## config.mk

```make
export PLATFORM = sky130hd
export DESIGN_NAME = lighthouse_pulse_decoder_flat
export DESIGN_NICKNAME = d
export VERILOG_FILES = /design/src/rtl/lighthouse_pkg.sv /design/src/rtl/lighthouse_pulse_decoder_if.sv /design/src/rtl/lh_edge_detect.sv /design/src/rtl/lighthouse_pulse_decoder.sv /design/src/flat_wrapper.sv
export SDC_FILE = /design/constraint.sdc
export NUM_CORES = 1
export LEC_CHECK = 0
export ABC_CLOCK_PERIOD_IN_PS = 16700
export CAP_MARGIN = 0
export CORE_MARGIN = 4
export CORE_UTILIZATION = 40
export CTS_CLUSTER_DIAMETER = 30
export CTS_CLUSTER_SIZE = 20
export DETAILED_ROUTE_END_ITERATION = 8
export GPL_ROUTABILITY_DRIVEN = 1
export PLACE_DENSITY_LB_ADDON = 0.1
export SLEW_MARGIN = 20
export SYNTH_ARGS = -nofsm -noshare
export SYNTH_HDL_FRONTEND = slang
export SYNTH_SLANG_ARGS = --single-unit
export TNS_END_PERCENT = 100
```

## constraint.sdc

```tcl
create_clock -name clk -period 16.7 [get_ports clk]
set_input_delay 5.01 -clock clk [delete_from_list [all_inputs] [get_ports clk]]
set_output_delay 5.01 -clock clk [all_outputs]
set_load 0.05 [all_outputs]
```

## src/rtl/lighthouse_pkg.sv

```systemverilog
// Shared constants, state encoding and sync-code helper for the lighthouse pulse decoder.
package lighthouse_pkg;

  localparam int unsigned DefMinPulse   = 25;
  localparam int unsigned DefSweepMax   = 1000;
  localparam int unsigned DefSyncMin    = 2500;
  localparam int unsigned DefSyncOffset = 2865;
  localparam int unsigned DefSyncStep   = 521;
  localparam int unsigned DefPairGap    = 25000;
  localparam int unsigned DefTsW        = 20;

  localparam int unsigned PW_W = 13;

  // Bit positions inside the {skip, data, axis} sync code
  localparam int unsigned SYNC_AXIS = 0;
  localparam int unsigned SYNC_SKIP = 2;

  typedef enum logic [0:0] {StIdle, StHigh} state_e;

  // Count of bin thresholds met; thresholds are elaboration constants, so no divider is built
  function automatic logic [2:0] sync_code_of(input logic [PW_W-1:0] width,
                                               input int unsigned offset,
                                               input int unsigned step);
    logic [2:0] code;
    code = '0;
    for (int unsigned k = 1; k <= 7; k++) begin
      if (32'(width) >= offset + k * step) code = code + 3'd1;
    end
    return code;
  endfunction

endpackage

```

## src/rtl/lighthouse_pulse_decoder_if.sv

```systemverilog
// Sensor-side control/envelope inputs and decoded sync/sweep outputs of one decoder.
interface lighthouse_pulse_decoder_if #(
  parameter int unsigned TS_W = lighthouse_pkg::DefTsW
);
  logic            en;
  logic            envelope;
  logic            sync_valid;
  logic            sync_lighthouse;
  logic [2:0]      sync_code;
  logic            sweep_valid;
  logic            sweep_lighthouse;
  logic            sweep_axis;
  logic [TS_W-1:0] sweep_ts;
  logic [10:0]     sweep_width;

  modport master (
    output en, envelope,
    input  sync_valid, sync_lighthouse, sync_code,
    input  sweep_valid, sweep_lighthouse, sweep_axis, sweep_ts, sweep_width
  );

  modport slave (
    input  en, envelope,
    output sync_valid, sync_lighthouse, sync_code,
    output sweep_valid, sweep_lighthouse, sweep_axis, sweep_ts, sweep_width
  );
endinterface

```

## src/rtl/lh_edge_detect.sv

```systemverilog
// Synchronises the raw envelope pin, normalises it to light = 1 and strobes rise/fall.
module lh_edge_detect #(
  parameter bit ActiveHigh = 1'b1
) (
  input  logic clk_i,
  input  logic rst_i,
  input  logic env_i,
  output logic rise_o,
  output logic fall_o
);
  logic [1:0] sync_q;
  logic       level_q;
  logic       level;

  assign level = ActiveHigh ? sync_q[1] : ~sync_q[1];

  // Reset to the dark pin level so leaving reset never fakes a rise
  always_ff @(posedge clk_i or posedge rst_i) begin
    if (rst_i) begin
      sync_q  <= {2{~ActiveHigh}};
      level_q <= 1'b0;
    end else begin
      sync_q  <= {sync_q[0], env_i};
      level_q <= level;
    end
  end

  assign rise_o = level & ~level_q;
  assign fall_o = ~level & level_q;
endmodule

```

## src/rtl/lighthouse_pulse_decoder.sv

```systemverilog
// Measures envelope pulse widths, decodes sync codes and timestamps the first sweep per sync.
module lighthouse_pulse_decoder #(
  parameter bit          ENV_ACTIVE_HIGH = 1'b1,
  parameter int unsigned MIN_PULSE       = lighthouse_pkg::DefMinPulse,
  parameter int unsigned SWEEP_MAX       = lighthouse_pkg::DefSweepMax,
  parameter int unsigned SYNC_MIN        = lighthouse_pkg::DefSyncMin,
  parameter int unsigned SYNC_OFFSET     = lighthouse_pkg::DefSyncOffset,
  parameter int unsigned SYNC_STEP       = lighthouse_pkg::DefSyncStep,
  parameter int unsigned PAIR_GAP        = lighthouse_pkg::DefPairGap,
  parameter int unsigned TS_W            = lighthouse_pkg::DefTsW
) (
  input logic                       clk,
  input logic                       reset,
  lighthouse_pulse_decoder_if.slave bus
);
  import lighthouse_pkg::*;

  localparam logic [PW_W-1:0] PwSat      = '1;
  localparam logic [PW_W-1:0] MinPw      = PW_W'(MIN_PULSE);
  localparam logic [PW_W-1:0] SweepMaxPw = PW_W'(SWEEP_MAX);
  localparam logic [PW_W-1:0] SyncMinPw  = PW_W'(SYNC_MIN);
  localparam logic [TS_W-1:0] PairGap    = TS_W'(PAIR_GAP);
  localparam logic [TS_W-1:0] AgeMax     = '1;

  logic env_rise, env_fall;

  lh_edge_detect #(
    .ActiveHigh (ENV_ACTIVE_HIGH)
  ) u_edge (
    .clk_i  (clk),
    .rst_i  (reset),
    .env_i  (bus.envelope),
    .rise_o (env_rise),
    .fall_o (env_fall)
  );

  state_e            state_q, state_d;
  logic [PW_W-1:0]   width_q, width_d;
  logic [TS_W-1:0]   now_q, rise_t_q, rise_t_d;
  logic              armed_q, armed_d, armed_lh_q, armed_lh_d, armed_axis_q, armed_axis_d;
  logic [TS_W-1:0]   armed_ref_q, armed_ref_d, armed_age_q, armed_age_d;
  logic              prev_sync_q, prev_sync_d;
  logic [TS_W-1:0]   sync_age_q, sync_age_d;
  logic              sync_valid_q, sync_valid_d, sync_lh_q, sync_lh_d;
  logic [2:0]        sync_code_q, sync_code_d;
  logic              sweep_valid_q, sweep_valid_d, sweep_lh_q, sweep_lh_d;
  logic              sweep_axis_q, sweep_axis_d;
  logic [TS_W-1:0]   sweep_ts_q, sweep_ts_d;
  logic [10:0]       sweep_width_q, sweep_width_d;

  logic [2:0] code;
  logic       pair_lh;
  logic       armed_live;

  assign code       = sync_code_of(width_q, SYNC_OFFSET, SYNC_STEP);
  assign pair_lh    = prev_sync_q && (sync_age_q < PairGap);
  assign armed_live = armed_q && (armed_age_q != AgeMax);

  always_comb begin
    state_d       = state_q;
    width_d       = width_q;
    rise_t_d      = rise_t_q;
    armed_d       = armed_live;
    armed_ref_d   = armed_ref_q;
    armed_lh_d    = armed_lh_q;
    armed_axis_d  = armed_axis_q;
    armed_age_d   = (armed_age_q == AgeMax) ? armed_age_q : armed_age_q + TS_W'(1);
    prev_sync_d   = prev_sync_q;
    sync_age_d    = (sync_age_q == AgeMax) ? sync_age_q : sync_age_q + TS_W'(1);
    sync_valid_d  = 1'b0;
    sync_lh_d     = sync_lh_q;
    sync_code_d   = sync_code_q;
    sweep_valid_d = 1'b0;
    sweep_lh_d    = sweep_lh_q;
    sweep_axis_d  = sweep_axis_q;
    sweep_ts_d    = sweep_ts_q;
    sweep_width_d = sweep_width_q;

    if (!bus.en) begin
      state_d     = StIdle;
      armed_d     = 1'b0;
      prev_sync_d = 1'b0;
    end else begin
      unique case (state_q)
        StIdle: begin
          if (env_rise) begin
            rise_t_d = now_q;
            width_d  = PW_W'(1);
            state_d  = StHigh;
          end
        end
        StHigh: begin
          if (env_fall) begin
            state_d = StIdle;
            if (width_q == PwSat) begin
              armed_d = 1'b0;
            end else if (width_q >= SyncMinPw) begin
              sync_valid_d = 1'b1;
              sync_lh_d    = pair_lh;
              sync_code_d  = code;
              sync_age_d   = '0;
              prev_sync_d  = 1'b1;
              if (!code[SYNC_SKIP]) begin
                armed_d      = 1'b1;
                armed_ref_d  = rise_t_q;
                armed_lh_d   = pair_lh;
                armed_axis_d = code[SYNC_AXIS];
                armed_age_d  = '0;
              end
            end else if (width_q >= MinPw && width_q < SweepMaxPw && armed_live) begin
              sweep_valid_d = 1'b1;
              sweep_lh_d    = armed_lh_q;
              sweep_axis_d  = armed_axis_q;
              // Centre of the sweep, measured from the armed sync's rising edge
              sweep_ts_d    = (rise_t_q - armed_ref_q) + TS_W'(width_q >> 1);
              sweep_width_d = width_q[10:0];
              armed_d       = 1'b0;
            end
          end else if (width_q != PwSat) begin
            width_d = width_q + PW_W'(1);
          end
        end
      endcase
    end
  end

  always_ff @(posedge clk or posedge reset) begin
    if (reset) begin
      state_q       <= StIdle;
      width_q       <= '0;
      now_q         <= '0;
      rise_t_q      <= '0;
      armed_q       <= 1'b0;
      armed_ref_q   <= '0;
      armed_lh_q    <= 1'b0;
      armed_axis_q  <= 1'b0;
      armed_age_q   <= '0;
      prev_sync_q   <= 1'b0;
      sync_age_q    <= '0;
      sync_valid_q  <= 1'b0;
      sync_lh_q     <= 1'b0;
      sync_code_q   <= '0;
      sweep_valid_q <= 1'b0;
      sweep_lh_q    <= 1'b0;
      sweep_axis_q  <= 1'b0;
      sweep_ts_q    <= '0;
      sweep_width_q <= '0;
    end else begin
      state_q       <= state_d;
      width_q       <= width_d;
      now_q         <= now_q + TS_W'(1);
      rise_t_q      <= rise_t_d;
      armed_q       <= armed_d;
      armed_ref_q   <= armed_ref_d;
      armed_lh_q    <= armed_lh_d;
      armed_axis_q  <= armed_axis_d;
      armed_age_q   <= armed_age_d;
      prev_sync_q   <= prev_sync_d;
      sync_age_q    <= sync_age_d;
      sync_valid_q  <= sync_valid_d;
      sync_lh_q     <= sync_lh_d;
      sync_code_q   <= sync_code_d;
      sweep_valid_q <= sweep_valid_d;
      sweep_lh_q    <= sweep_lh_d;
      sweep_axis_q  <= sweep_axis_d;
      sweep_ts_q    <= sweep_ts_d;
      sweep_width_q <= sweep_width_d;
    end
  end

  assign bus.sync_valid       = sync_valid_q;
  assign bus.sync_lighthouse  = sync_lh_q;
  assign bus.sync_code        = sync_code_q;
  assign bus.sweep_valid      = sweep_valid_q;
  assign bus.sweep_lighthouse = sweep_lh_q;
  assign bus.sweep_axis       = sweep_axis_q;
  assign bus.sweep_ts         = sweep_ts_q;
  assign bus.sweep_width      = sweep_width_q;
endmodule
```

## src/flat_wrapper.sv

```systemverilog
// flat-port wrapper written by rule: the top's interface ports become plain ports
module lighthouse_pulse_decoder_flat import lighthouse_pkg::*;
#(
  parameter bit          ENV_ACTIVE_HIGH = 1'b1,
  parameter int unsigned MIN_PULSE       = lighthouse_pkg::DefMinPulse,
  parameter int unsigned SWEEP_MAX       = lighthouse_pkg::DefSweepMax,
  parameter int unsigned SYNC_MIN        = lighthouse_pkg::DefSyncMin,
  parameter int unsigned SYNC_OFFSET     = lighthouse_pkg::DefSyncOffset,
  parameter int unsigned SYNC_STEP       = lighthouse_pkg::DefSyncStep,
  parameter int unsigned PAIR_GAP        = lighthouse_pkg::DefPairGap,
  parameter int unsigned TS_W            = lighthouse_pkg::DefTsW
)
  (clk, reset, bus_en, bus_envelope, bus_sync_valid, bus_sync_lighthouse, bus_sync_code, bus_sweep_valid, bus_sweep_lighthouse, bus_sweep_axis, bus_sweep_ts, bus_sweep_width);
  lighthouse_pulse_decoder_if #(.TS_W(TS_W)) bus_i ();
  input logic clk;
  input logic reset;
  input wire logic [$bits(bus_i.en)-1:0] bus_en;
  input wire logic [$bits(bus_i.envelope)-1:0] bus_envelope;
  output wire logic [$bits(bus_i.sync_valid)-1:0] bus_sync_valid;
  output wire logic [$bits(bus_i.sync_lighthouse)-1:0] bus_sync_lighthouse;
  output wire logic [$bits(bus_i.sync_code)-1:0] bus_sync_code;
  output wire logic [$bits(bus_i.sweep_valid)-1:0] bus_sweep_valid;
  output wire logic [$bits(bus_i.sweep_lighthouse)-1:0] bus_sweep_lighthouse;
  output wire logic [$bits(bus_i.sweep_axis)-1:0] bus_sweep_axis;
  output wire logic [$bits(bus_i.sweep_ts)-1:0] bus_sweep_ts;
  output wire logic [$bits(bus_i.sweep_width)-1:0] bus_sweep_width;
  assign bus_i.en = bus_en;
  assign bus_i.envelope = bus_envelope;
  assign bus_sync_valid = bus_i.sync_valid;
  assign bus_sync_lighthouse = bus_i.sync_lighthouse;
  assign bus_sync_code = bus_i.sync_code;
  assign bus_sweep_valid = bus_i.sweep_valid;
  assign bus_sweep_lighthouse = bus_i.sweep_lighthouse;
  assign bus_sweep_axis = bus_i.sweep_axis;
  assign bus_sweep_ts = bus_i.sweep_ts;
  assign bus_sweep_width = bus_i.sweep_width;
  lighthouse_pulse_decoder #(.ENV_ACTIVE_HIGH(ENV_ACTIVE_HIGH), .MIN_PULSE(MIN_PULSE), .SWEEP_MAX(SWEEP_MAX), .SYNC_MIN(SYNC_MIN), .SYNC_OFFSET(SYNC_OFFSET), .SYNC_STEP(SYNC_STEP), .PAIR_GAP(PAIR_GAP), .TS_W(TS_W)) u_core (.clk(clk), .reset(reset), .bus(bus_i));
endmodule
```

==> results.py, run 1 <==
metrics = {
    "outcome": {
        "status": "finished, final reports clean",
    },
    "grt": {
        "grt_pass1_vias": 6355,
        "overflow": 0,
        "gr-usage-all-layers_pct": 16.5,
        "grt_pass1_wl_um": 32200,
        "antenna_found_initial": 0,
        "grt_max_degree": 109,
    },
    "power_and_ir_drop": {
        "p_per_area_mw_per_mm2": 91.5,
        "p_leak_nw": 4.50,
        "power_mw": 0.914,
        "peakVddDrop_mv": 0.0560,
    },
    "routing": {
        "drc": 0,
        "routed_wl_um": 19100,
        "wl_per_cell_um": 15.9,
        "first_pass_iters": 5,
        "vias_per_cell": 5.13,
        "vias": 6189,
        "drt_iter0_markers": 288,
        "antenna_left": 0,
    },
    "finish": {
        "area_growth_pct": 14.1,
        "fill_cells": 2016,
        "n_antenna_cell": 0,
        "nets": 972,
        "final_cell_mix": "dfrtp_1, nand2_1, nor2_1",
        "layout_commonest_cell": "dfrtp_1",
        "drive_above_1_share_pct": 9.88,
    },
    "sta": {
        "period_share_pct": 42.6,
        "setup_violations": 0,
        "rsz0062_at_grt": "no",
        "finalCriticalPeriod_ns": 7.12,
        "fmax_ghz": 0.141,
        "worst_slew_pin_slew_ns": 1.02,
        "report.final.slew_viol_count": 0,
        "hold_viol": 0,
        "tns_ns": 0,
        "slew_headroom_pct": 31.7,
        "fin_skew_ns": 0.00957,
        "whs_ns": 0.387,
    },
    "synthesis": {
        "ys_seq_area_share_pct": 45.8,
        "synth.avg_cell_area_um2": 9.90,
        "synth_cell_type_count": 72,
        "synth_area_leaders": "dfrtp_1, ha_1, nand2_1, xnor2_1, nor2_1",
        "syn_inst": 884,
        "synth_ff_type": "dfrtp_1",
        "syn_nets": 938,
        "yosys_warnings": 0,
        "yosys.area.top_type": "dfrtp_1",
        "ys_async_sr_fraction_pct": 100,
        "synth_edf_count": 0,
        "synth.top_cell.area_share_pct": 45.8,
        "synthesis.area_mm2": 0.00875,
        "synth.ff_latch_count": 160,
    },
    "clock_network": {
        "clk_pin_slew_ns": 0.07,
        "cts_htree_levels": 4,
        "cts_root_buf": "clkbuf_16",
        "cts_tree": "done",
        "ctsLongestPathBuffers": 2,
        "post-cts-setup-buffer-count": 0,
        "numCtsBuffers": 17,
        "ctsHoldBuffers": 0,
        "clk_latency_ns": 0.43,
        "cts_resized": 0,
        "clock_sinks": 160,
    },
    "critical_path": {
        "crit_start": "bus_en",
        "end_kind": "flip-flop",
        "crit_path_start_kind": "input pin",
        "cp_max_fo": 43,
        "reg2regPathDepth": 18,
        "r2r_slack_ns": 11.13,
        "path_class": "in -> reg",
        "rr_startpoint": "u_core.width_q[6]",
        "cp.arrival_ns": 7.43,
        "worstPathRequired_ns": 17.01,
        "crit_end": "u_core.armed_ref_q[19]",
        "reg2reg_to": "u_core.armed_ref_q[19]",
    },
    "hold_path": {
        "hold_path_class": "reg -> reg",
    },
    "placed_design": {
        "hpwl_um": 13100,
        "io_buffer_count": 42,
        "gp_congestion": 0.845,
    },
    "floorplan": {
        "io_pins": 43,
        "core_mm2": 0.0213,
        "dieArea_mm2": 0.0243,
        "die_y_um": 156,
        "die_w_um": 156,
        "initial_core_util_pct": 41.1,
        "placement_rows": 53,
    },
    "run": {
        "max-cap-violations": 0,
    },
}
## layout make-up
type / count / area [um2] / area share [%]
clock inverters: 13 / 150 / 1.50
inverters: 72 / 275 / 2.76
multi-input cells: 620 / 4300 / 43.1
repair buffers: 47 / 458 / 4.58
well taps: 275 / 344 / 3.44
clock buffers: 19 / 453 / 4.53
flip-flops and latches: 160 / 4000 / 40.1
## stage by stage
stage | instance area [um2] | std cells | setup slack (ns) | util, %
after floorplan | 8750 | 884 | 7.37 | -
after global placement | 9390 | 1174 | 9.12 | 44.1
after detailed placement | 9390 | 1174 | 9.11 | 44.1
after CTS | 9990 | 1206 | 9.55 | 46.9
after global routing | 9990 | 1206 | 9.46 | 46.9
final | 9990 | 1206 | 9.58 | 46.9
## cells in the mapped netlist, drive strengths merged, types with 4 or more instances
master / instances
o31ai: 5
dfrtp: 160
mux2: 35
nor3: 24
and3: 14
or3: 7
o21a: 8
nand3: 31
nor4: 8
a31oi: 7
fa: 12
xnor2: 41
ha: 38
nand2b: 4
o21ai: 55
a21oi: 28
nand4: 17
nand2: 106
a31o: 4
a21o: 12
xor2: 30
nor2: 79
nor2b: 4
inv: 72
buf: 20
clkbuf: 12
## layer usage
layer  vias up  GRT usage [%]  wire length [um]
li1       3091              -                 -
met1      2982           23.1              9490
met2        98           25.9              8800
met3        18           3.80               654
met4         0           4.25               190
met5         -              0                 0
## sequential cells by signal, indices dropped and copies added, names as in the netlist, 2 cells and up
register                flops
u_core.armed_ref_q         20
u_core.bus.sweep_width     11
u_core.bus.sweep_ts        20
u_core.sync_age_q          20
u_core.width_q             13
u_core.armed_age_q         20
u_core.rise_t_q            20
u_core.now_q               20
u_core.bus.sync_code        3
u_core.u_edge.sync_q        2
## worst max-delay path, stage by stage
cell,delay (ns)
clkdlybuf4s50_1,0.58
nand2_1,0.11
nor3_2,0.17
buf_4,0.28
inv_1,0.18
nor2_4,0.13
buf_4,0.52
mux2_2,0.40
## how the worst min path moves through the flow
stage                                    endpoint                    start  depth (start not counted)
final                       u_core.u_edge.level_q  u_core.u_edge.sync_q[1]                          0
after global routing        u_core.u_edge.level_q  u_core.u_edge.sync_q[1]                          0
after CTS                   u_core.u_edge.level_q  u_core.u_edge.sync_q[1]                          0
after detailed placement    u_core.u_edge.level_q  u_core.u_edge.sync_q[1]                          0
after global placement      u_core.u_edge.level_q  u_core.u_edge.sync_q[1]                          0
after floorplan           u_core.u_edge.sync_q[1]  u_core.u_edge.sync_q[0]                          0
## where the power goes
part,internal (mW),leakage (nW),switching (mW)
Clock,0.231,0.285,0.170
Combinational,0.0447,2.23,0.0678
Sequential,0.392,1.99,0.00827
## cell families (layout without fill, tap and decap cells)
| logic type | after synthesis | in the layout | share of synthesized area, % |
|---|---|---|---|
| muxes | 38 | 38 | 5.66 |
| AOI/OAI and AO/OA | 148 | 148 | 11.0 |
| buffers and inverters | 104 | 151 | 5.06 |
| DFF | 160 | 160 | 45.8 |
| adders and majority gates | 50 | 50 | 8.18 |
| xor gates and xnor gates | 72 | 72 | 7.46 |
| and+or+nand+nor | 312 | 312 | 16.9 |
Power figures use the tool's default switching activity.
==> run 2, diff against run 1 <==
ABC_CLOCK_PERIOD_IN_PS = 6900   (was 16700)
clock period = 6.9 ns   (was 16.7 ns; I/O delays follow)
==> results.py, run 2 (same netlist as run 1, synthesis figures left out) <==
metrics = {
    "grt": {
        "grt_max_degree": 101,
        "grt_pass1_vias": 6198,
        "overflow": 0,
        "grt_pass1_wl_um": 32700,
        "gr-usage-all-layers_pct": 16.6,
        "antenna_found_initial": 0,
    },
    "clock_network": {
        "cts_root_buf": "clkbuf_16",
        "cts_htree_levels": 4,
        "post-cts-setup-buffer-count": 0,
        "clk_pin_slew_ns": 0.07,
        "numCtsBuffers": 17,
        "clock_sinks": 160,
        "cts_tree": "done",
        "clk_latency_ns": 0.43,
        "ctsLongestPathBuffers": 2,
        "ctsHoldBuffers": 0,
        "cts_resized": 0,
    },
    "routing": {
        "first_pass_iters": 5,
        "antenna_left": 0,
        "vias_per_cell": 5.14,
        "drt_iter0_markers": 285,
        "wl_per_cell_um": 15.9,
        "vias": 6219,
        "drc": 0,
        "routed_wl_um": 19200,
    },
    "sta": {
        "worst_slack_ns": 1.49,
        "tns_ns": 0,
        "hold_viol": 0,
        "finalCriticalPeriod_ns": 5.41,
        "fmax_ghz": 0.185,
        "worst_slew_pin_slew_ns": 1.03,
        "report.final.slew_viol_count": 0,
        "setup_violations": 0,
        "period_share_pct": 78.4,
        "rsz0062_at_grt": "no",
        "fin_skew_ns": 0.0111,
        "slew_headroom_pct": 31.2,
    },
    "placed_design": {
        "io_buffer_count": 42,
        "hpwl_um": 13700,
        "dpl_worst_slack_ns": 1.48,
        "gp_congestion": 0.875,
    },
    "floorplan": {
        "die_w_um": 156,
        "dieArea_mm2": 0.0243,
        "initial_core_util_pct": 41.1,
        "io_pins": 43,
        "die_y_um": 156,
        "core_mm2": 0.0213,
        "placement_rows": 53,
    },
    "finish": {
        "n_antenna_cell": 0,
        "drive_above_1_share_pct": 10.1,
        "area_growth_pct": 14.6,
        "final_core_util_pct": 47.1,
        "nets": 975,
        "final_cell_mix": "dfrtp_1, nand2_1, nor2_1",
        "layout_commonest_cell": "dfrtp_1",
    },
    "outcome": {
        "status": "finished, final reports clean",
    },
    "critical_path": {
        "worstPathRequired_ns": 7.21,
        "cp.arrival_ns": 5.72,
        "path_class": "reg -> reg",
        "crit_path_start_kind": "flip-flop",
        "cp_max_fo": 30,
        "end_kind": "flip-flop",
    },
    "hold_path": {
        "hold_path_class": "reg -> reg",
    },
    "power_and_ir_drop": {
        "peakVddDrop_mv": 0.132,
        "p_leak_nw": 4.53,
        "p_per_area_mw_per_mm2": 222,
    },
    "run": {
        "max-cap-violations": 0,
    },
}
## run 2: cell count changes in the layout (fill, tap and decap cells not counted)
cell and delta:
buf_4 +2, clkinv_4 +1, inv_6 -2, clkinvlp_4 -2
clkbuf_1 +1, buf_12 +1, clkbuf_8 +2
## run 2: cell type report
class                           instances  area (um2)
Clock inverter                         10         126
Fill cell                            2068       11300
Clock buffer                           22         484
Sequential cell                       160        4000
Multi-Input combinational cell        620        4300
Timing Repair Buffer                   50         493
Tap cell                              275         344
Inverter                               72         275
## run 2: final timing paths
path / cells past startpoint / endpoint / start / slack [ns]
worst max-delay path: 18 / u_core.armed_ref_q[12] / u_core.width_q[6] / 1.49
worst min-delay path: 0 / u_core.u_edge.sync_q[1] / u_core.u_edge.sync_q[0] / 0.40
worst max register to register: 18 / u_core.armed_ref_q[12] / u_core.width_q[6] / 1.49
worst min register to register: 0 / u_core.u_edge.sync_q[1] / u_core.u_edge.sync_q[0] / 0.40
max in group asynchronous: 3 / u_core.bus.sweep_ts[4] / reset / 3.67
min in group asynchronous: 2 / u_core.width_q[5] / reset / 2.24
## run 2: critical path, stage by stage, from the launching register on
cell and delay [ns]:
dfrtp_1 0.54, or3b_2 0.48, o41a_1 0.39, o21ai_2 0.09
ha_1 0.30, xnor2_1 0.25, ha_1 0.31, o211a_1 0.14
a31o_2 0.21, a31o_2 0.22, ha_1 0.28, mux2_4 0.28
ha_1 0.19, nand2_1 0.06, xnor3_2 0.43, xnor2_2 0.16
nor2_4 0.33, buf_12 0.29, mux2_4 0.32
## run 2: stage by stage
step / area, um2 / total power, mW / hold slack (ns) / instances
6_report: 10000 / 2.22 / 0.399 / 1209
5_1_grt: 10000 / 2.33 / 0.414 / 1209
4_1_cts: 10000 / 2.26 / 0.404 / 1209
3_5_place_dp: 9420 / 1.26 / 0.394 / 1177
3_3_place_gp: 9420 / 1.26 / 0.391 / 1177
2_1_floorplan: 8750 / 1.19 / 0.331 / 884
## run 2: report_power, final
group / switching [mW] / internal [mW] / total [mW]
clock network: 0.407 / 0.577 / 0.984
logic: 0.165 / 0.108 / 0.273
registers: 0.0179 / 0.950 / 0.968
total: 0.589 / 1.64 / 2.22
## run 2: layer usage
layer	global-route usage [%]	share of wire (%)	wire [um]	up-vias
li1	-	-	-	3100
met1	23.9	50	9630	3016
met2	26.1	46	8890	90
met3	3.55	3.0	584	13
met4	3.67	0.73	140	0
met5	0	0	0	-
==> run 3, diff against run 2 <==
ABC_CLOCK_PERIOD_IN_PS = 4700   (was 6900)
clock period = 4.7 ns   (was 6.9 ns; I/O delays follow)
==> results.py, run 3 (same netlist as run 1, synthesis figures left out) <==
metrics = {
    "critical_path": {
        "worstPathRequired_ns": 5.02,
        "cp_max_fo": 5,
        "r2r_slack_ns": 0.12,
        "crit_buf_inv": 3,
        "rr_startpoint": "u_core.width_q[7]",
        "path_class": "reg -> reg",
        "cp_slowest_cell": "o41a_1",
        "reg2regPathDepth": 20,
        "reg2reg_to": "u_core.armed_ref_q[15]",
        "path_cells": "or3b_4 > o41a_1 > o21ai_2 > inv_2 > ha_4 > a31oi_4 > ha_4 > o211a_1 > a31o_2 > a31o_4 > ha_4 > mux2_4 > ha_4 > nand2_2 > xnor3_2 > xnor2_4 > nor2_4 > buf_6 > buf_16 > mux2_4",
        "critPathTopFamily": "compound AO/OA/AOI/OAI gates",
        "cp.arrival_ns": 4.90,
        "cp.depth": 20,
        "crit_start": "u_core.width_q[7]",
        "end_kind": "flip-flop",
        "crit_path_frequent_cell": "ha_4",
        "cp_slowest_stage_delay_ns": 0.45,
        "crit_end": "u_core.armed_ref_q[15]",
        "crit_path_start_kind": "flip-flop",
    },
    "floorplan": {
        "die_w_um": 156,
        "die_y_um": 156,
        "placement_rows": 53,
        "initial_core_util_pct": 41.1,
        "dieArea_mm2": 0.0243,
        "core_mm2": 0.0213,
        "io_pins": 43,
    },
    "routing": {
        "drt_iter0_markers": 357,
        "first_pass_iters": 5,
        "vias": 6471,
        "routed_wl_um": 20100,
        "drc": 0,
        "antenna_left": 0,
        "wl_per_cell_um": 16.1,
        "vias_per_cell": 5.20,
    },
    "sta": {
        "finalCriticalPeriod_ns": 4.58,
        "hold_viol": 0,
        "setup_violations": 0,
        "fin_skew_ns": 0.0106,
        "rsz0062_at_grt": "yes",
        "fmax_ghz": 0.218,
        "slew_headroom_pct": 45.6,
        "period_share_pct": 97.5,
        "worst_slew_pin_slew_ns": 0.808,
        "worst_slack_ns": 0.120,
        "report.final.slew_viol_count": 0,
    },
    "grt": {
        "met1_usage_pct": 25.7,
        "grt_pass1_wl_um": 33600,
        "grt_max_degree": 45,
        "antenna_found_initial": 0,
        "met2_usage_pct": 25.8,
        "gr-usage-all-layers_pct": 17.4,
        "use_met3_pct": 3.11,
        "grt_pass1_vias": 6276,
        "top_usage_layer": "met2",
        "overflow": 0,
    },
    "finish": {
        "drive_above_1_share_pct": 14.5,
        "fill_cells": 2003,
        "n_antenna_cell": 0,
        "final_cell_mix": "dfrtp_1, nand2_1, nor2_1",
        "final_core_util_pct": 49.0,
        "layout.cells.non_filler": 1245,
        "layout_commonest_cell": "dfrtp_1",
        "area_growth_pct": 19.2,
        "nets": 1011,
        "final_area_mm2": 0.0104,
    },
    "clock_network": {
        "clk_latency_ns": 0.43,
        "cts_tree": "done",
        "clock_sinks": 160,
        "cts_root_buf": "clkbuf_16",
        "cts_htree_levels": 4,
        "ctsLongestPathBuffers": 2,
        "clk_pin_slew_ns": 0.07,
        "numCtsBuffers": 17,
    },
    "placed_design": {
        "gp_congestion": 0.847,
        "placed_cells": 1207,
        "io_buffer_count": 42,
        "dpl_worst_slack_ns": -0.0789,
        "hpwl_um": 14200,
        "postPlaceCellArea_mm2": 0.00968,
    },
    "hold_path": {
        "hold_path_class": "reg -> reg",
    },
    "power_and_ir_drop": {
        "p_per_area_mw_per_mm2": 306,
        "p_leak_nw": 4.72,
        "peakVddDrop_mv": 0.197,
    },
    "outcome": {
        "status": "finished, final reports clean",
    },
    "run": {
        "max-cap-violations": 0,
    },
}
run 3: cell types whose count changed in the layout (fill, tap and decap cells not counted), sizes merged:
cell and delta:
buf +36, bufinv -1, clkbuf -5, clkinv +2, clkinvlp +1, inv +3
run 3: metal layers:
metal	vias up	wire [um]
met5	-	0
met4	0	318
met3	21	580
met2	96	8940
met1	3178	10300
li1	3176	-
run 3: power breakdown:
part	internal, mW	switching (mW)	total, mW	leakage, nW
Clock	0.745	0.617	1.36	0.280
Combinational	0.172	0.257	0.429	2.45
Sequential	1.39	0.0127	1.41	1.99
Total	2.31	0.887	3.20	4.72
run 3: worst min path at each step:
stage	start	end	cells after the start
floorplan	u_core.u_edge.sync_q[0]	u_core.u_edge.sync_q[1]	0
global placement	u_core.u_edge.sync_q[0]	u_core.u_edge.sync_q[1]	0
detailed placement	u_core.u_edge.sync_q[0]	u_core.u_edge.sync_q[1]	0
CTS	u_core.u_edge.sync_q[0]	u_core.u_edge.sync_q[1]	0
global route	u_core.u_edge.sync_q[0]	u_core.u_edge.sync_q[1]	0
finish	u_core.u_edge.sync_q[0]	u_core.u_edge.sync_q[1]	0
run 3: metrics by stage:
stage	setup TNS [ns]	hold slack, ns	power [mW]
after floorplan	0	0.331	1.74
after global placement	-0.00816	0.350	1.86
after detailed placement	-1.03	0.350	1.86
after CTS	-0.281	0.365	3.25
after global routing	-0.0831	0.370	3.37
final	0	0.366	3.20
run 3: repair_timing:
item,4_1_cts,5_1_grt
gates cloned,2,0
pin swaps,4,11
endpoints found under the setup margin,41,43
gates resized for setup,6,19
hold buffers,0,0
setup buffers,5,2
run 3: final cells by class:
type                    count  area, um2  share of cell area (%)
well taps                 275        344                    3.30
repair buffers             86        798                    7.65
flip-flops and latches    160       4000                    38.4
multi-input cells         620       4440                    42.5
inverters                  72        274                    2.63
clock inverters            15        150                    1.44
clock buffers              17        425                    4.08
==> RTL change, RTL diff (config.mk and constraints of run 1) <==
`ENV_ACTIVE_HIGH` is set to 1'b1 in 2 places; all go to 1'b0.
--- a/src/rtl/lighthouse_pulse_decoder.sv
+++ b/src/rtl/lighthouse_pulse_decoder.sv
@@ -1,6 +1,6 @@
 // Measures envelope pulse widths, decodes sync codes and timestamps the first sweep per sync.
 module lighthouse_pulse_decoder #(
-  parameter bit          ENV_ACTIVE_HIGH = 1'b1,
+  parameter bit          ENV_ACTIVE_HIGH = 1'b0,
   parameter int unsigned MIN_PULSE       = lighthouse_pkg::DefMinPulse,
   parameter int unsigned SWEEP_MAX       = lighthouse_pkg::DefSweepMax,
   parameter int unsigned SYNC_MIN        = lighthouse_pkg::DefSyncMin,
--- a/src/flat_wrapper.sv
+++ b/src/flat_wrapper.sv
@@ -1,7 +1,7 @@
 // flat-port wrapper written by rule: the top's interface ports become plain ports
 module lighthouse_pulse_decoder_flat import lighthouse_pkg::*;
 #(
-  parameter bit          ENV_ACTIVE_HIGH = 1'b1,
+  parameter bit          ENV_ACTIVE_HIGH = 1'b0,
   parameter int unsigned MIN_PULSE       = lighthouse_pkg::DefMinPulse,
   parameter int unsigned SWEEP_MAX       = lighthouse_pkg::DefSweepMax,
   parameter int unsigned SYNC_MIN        = lighthouse_pkg::DefSyncMin,
Behaviour: no difference found for any inputs over 4 cycles, from zero or initial values and one cycle with reset high; that may be too few to reach the edited logic, so the function may still have changed.
==> RTL change against run 1 <==
Via count up 0.57%; wire length down 5.3%; sequential cell count unchanged; count of clock-buffer cells in the layout down 1; power up 14%; synthesized area down 1.7%; clock skew up 0.00096 ns; clock power up 2%; worst setup slack better by 0.20 ns; design area down 1.0%; die area down 1.6%; highest routed layer unchanged.
==> RTL change: results (changes against run 1) <==
** Detailed routing
- The total via count after detailed routing is 6,224 (+0.57%).
- The detailed-route wire length on metal 1 is 8.86 mm (-6.6%).
- Top sig layer :: met4
- DR WL met2 :: 8.47 mm (-3.7%)
- The violation count after the first detailed-route iteration was 230 (-20%).

** Global routing
- The met3 layer usage reported by global route was 0.0299 (-0.00806).
- Wire length of the first global-routing pass :: 31.1 mm (-3.6%)
- Met1 Usage GRT :: 0.226 (-0.00487)
- The total global routing track utilization came to 0.160 (-0.00501).
- The global routing met2 resource utilization came to 0.250 (-0.00887).
- The largest net degree at the start of global routing came to 99 (-9.2%).

** Synthesis
- The sequential share of the synthesized area came to 0.466 (+0.00801).
- The post-synthesis net count came to 948 (+1.1%).
- By area the synthesized netlist is led by dfrtp_1 46%, ha_1 5.5%, xnor2_1 5.1%.
- Cells after Synth :: 894 (+1.1%)
- Number of distinct library cells after synthesis :: 64 (-11%)
- Number of synthesized flops with an enable pin :: 0 (unchanged)

** Placement
- The post-detailed-placement cell area came to 9270 um^2 (-1.2%).
- HPWL after DPL :: 12.9 mm (-1.9%)
- Final Wtd Congestion :: 0.809 (-4.2%)

** Worst setup path
- Biggest fanout along the worst timing path :: 37 (-14%)
- Arrival time worst endpoint :: 7.23 ns (-0.20 ns)
- The path depth of the worst reg2reg path was 19 (+1).

** Timing
- Post-route clock skew :: 0.0105 ns (+0.000963 ns)

** Layout
- Filler cell count in the final layout :: 2,037 (+1.0%)
- The final net count came to 982 (+1.0%).
- The final cell utilization of the core was 0.469 (about the same).
- Share of layout cells above drive strength 1 :: 0.0808 (-0.0181)

** Power and ir drop
- The leakage dissipation was 4.48 nW (-0.47%).

** Status
- Status :: completed
[RTL change: final timing paths]
| check | start | end | slack, ns |
|---|---|---|---|
| setup / recovery | bus_en | u_core.armed_ref_q[19]$_DFFE_PP0P_ | 9.78 |
| hold / removal | u_core.u_edge.sync_q[0]$_DFF_PP1_ | u_core.u_edge.sync_q[1]$_DFF_PP1_ | 0.36 |
| setup reg to reg | u_core.width_q[8]$_DFFE_PP0P_ | u_core.armed_ref_q[19]$_DFFE_PP0P_ | 10.91 |
| hold reg to reg | u_core.u_edge.sync_q[0]$_DFF_PP1_ | u_core.u_edge.sync_q[1]$_DFF_PP1_ | 0.36 |
| max in group asynchronous | reset | u_core.armed_ref_q[2]$_DFFE_PP0P_ | 10.23 |
| min in group asynchronous | reset | u_core.bus.sync_valid$_DFF_PP0_ | 5.15 |
[RTL change: cells by family (layout without fill, tap and decap cells)]
family | Yosys count | in the layout | synth area share
xor gates and xnor gates | 78 | 78 | 0.0819
adders and majority gates | 50 | 50 | 0.0832
DFF | 160 | 160 | 0.466
buffers and inverters | 110 | 157 | 0.0513
and+or+nand+nor | 316 | 316 | 0.173
muxes | 31 | 31 | 0.0414
AOI/OAI and AO/OA | 149 | 149 | 0.104
[RTL change: final cells by class]
class                           count  area share
Clock buffer                       18      0.0444
Clock inverter                     14      0.0181
Inverter                           79      0.0305
Multi-Input combinational cell    624       0.421
Sequential cell                   160       0.405
Tap cell                          275      0.0348
Timing Repair Buffer               46      0.0456
[RTL change: critical path: cells and delay by family]
family          cells  cell delay (ns)
buf+inv             2             0.94
simple gates        3             0.71
mux                 1             0.37
compound gates      1             0.16
[RTL change: where the power goes]
part           switching [mW]  internal [mW]
logic                  0.0963         0.0728
registers              0.0419          0.423
clock network           0.167          0.243
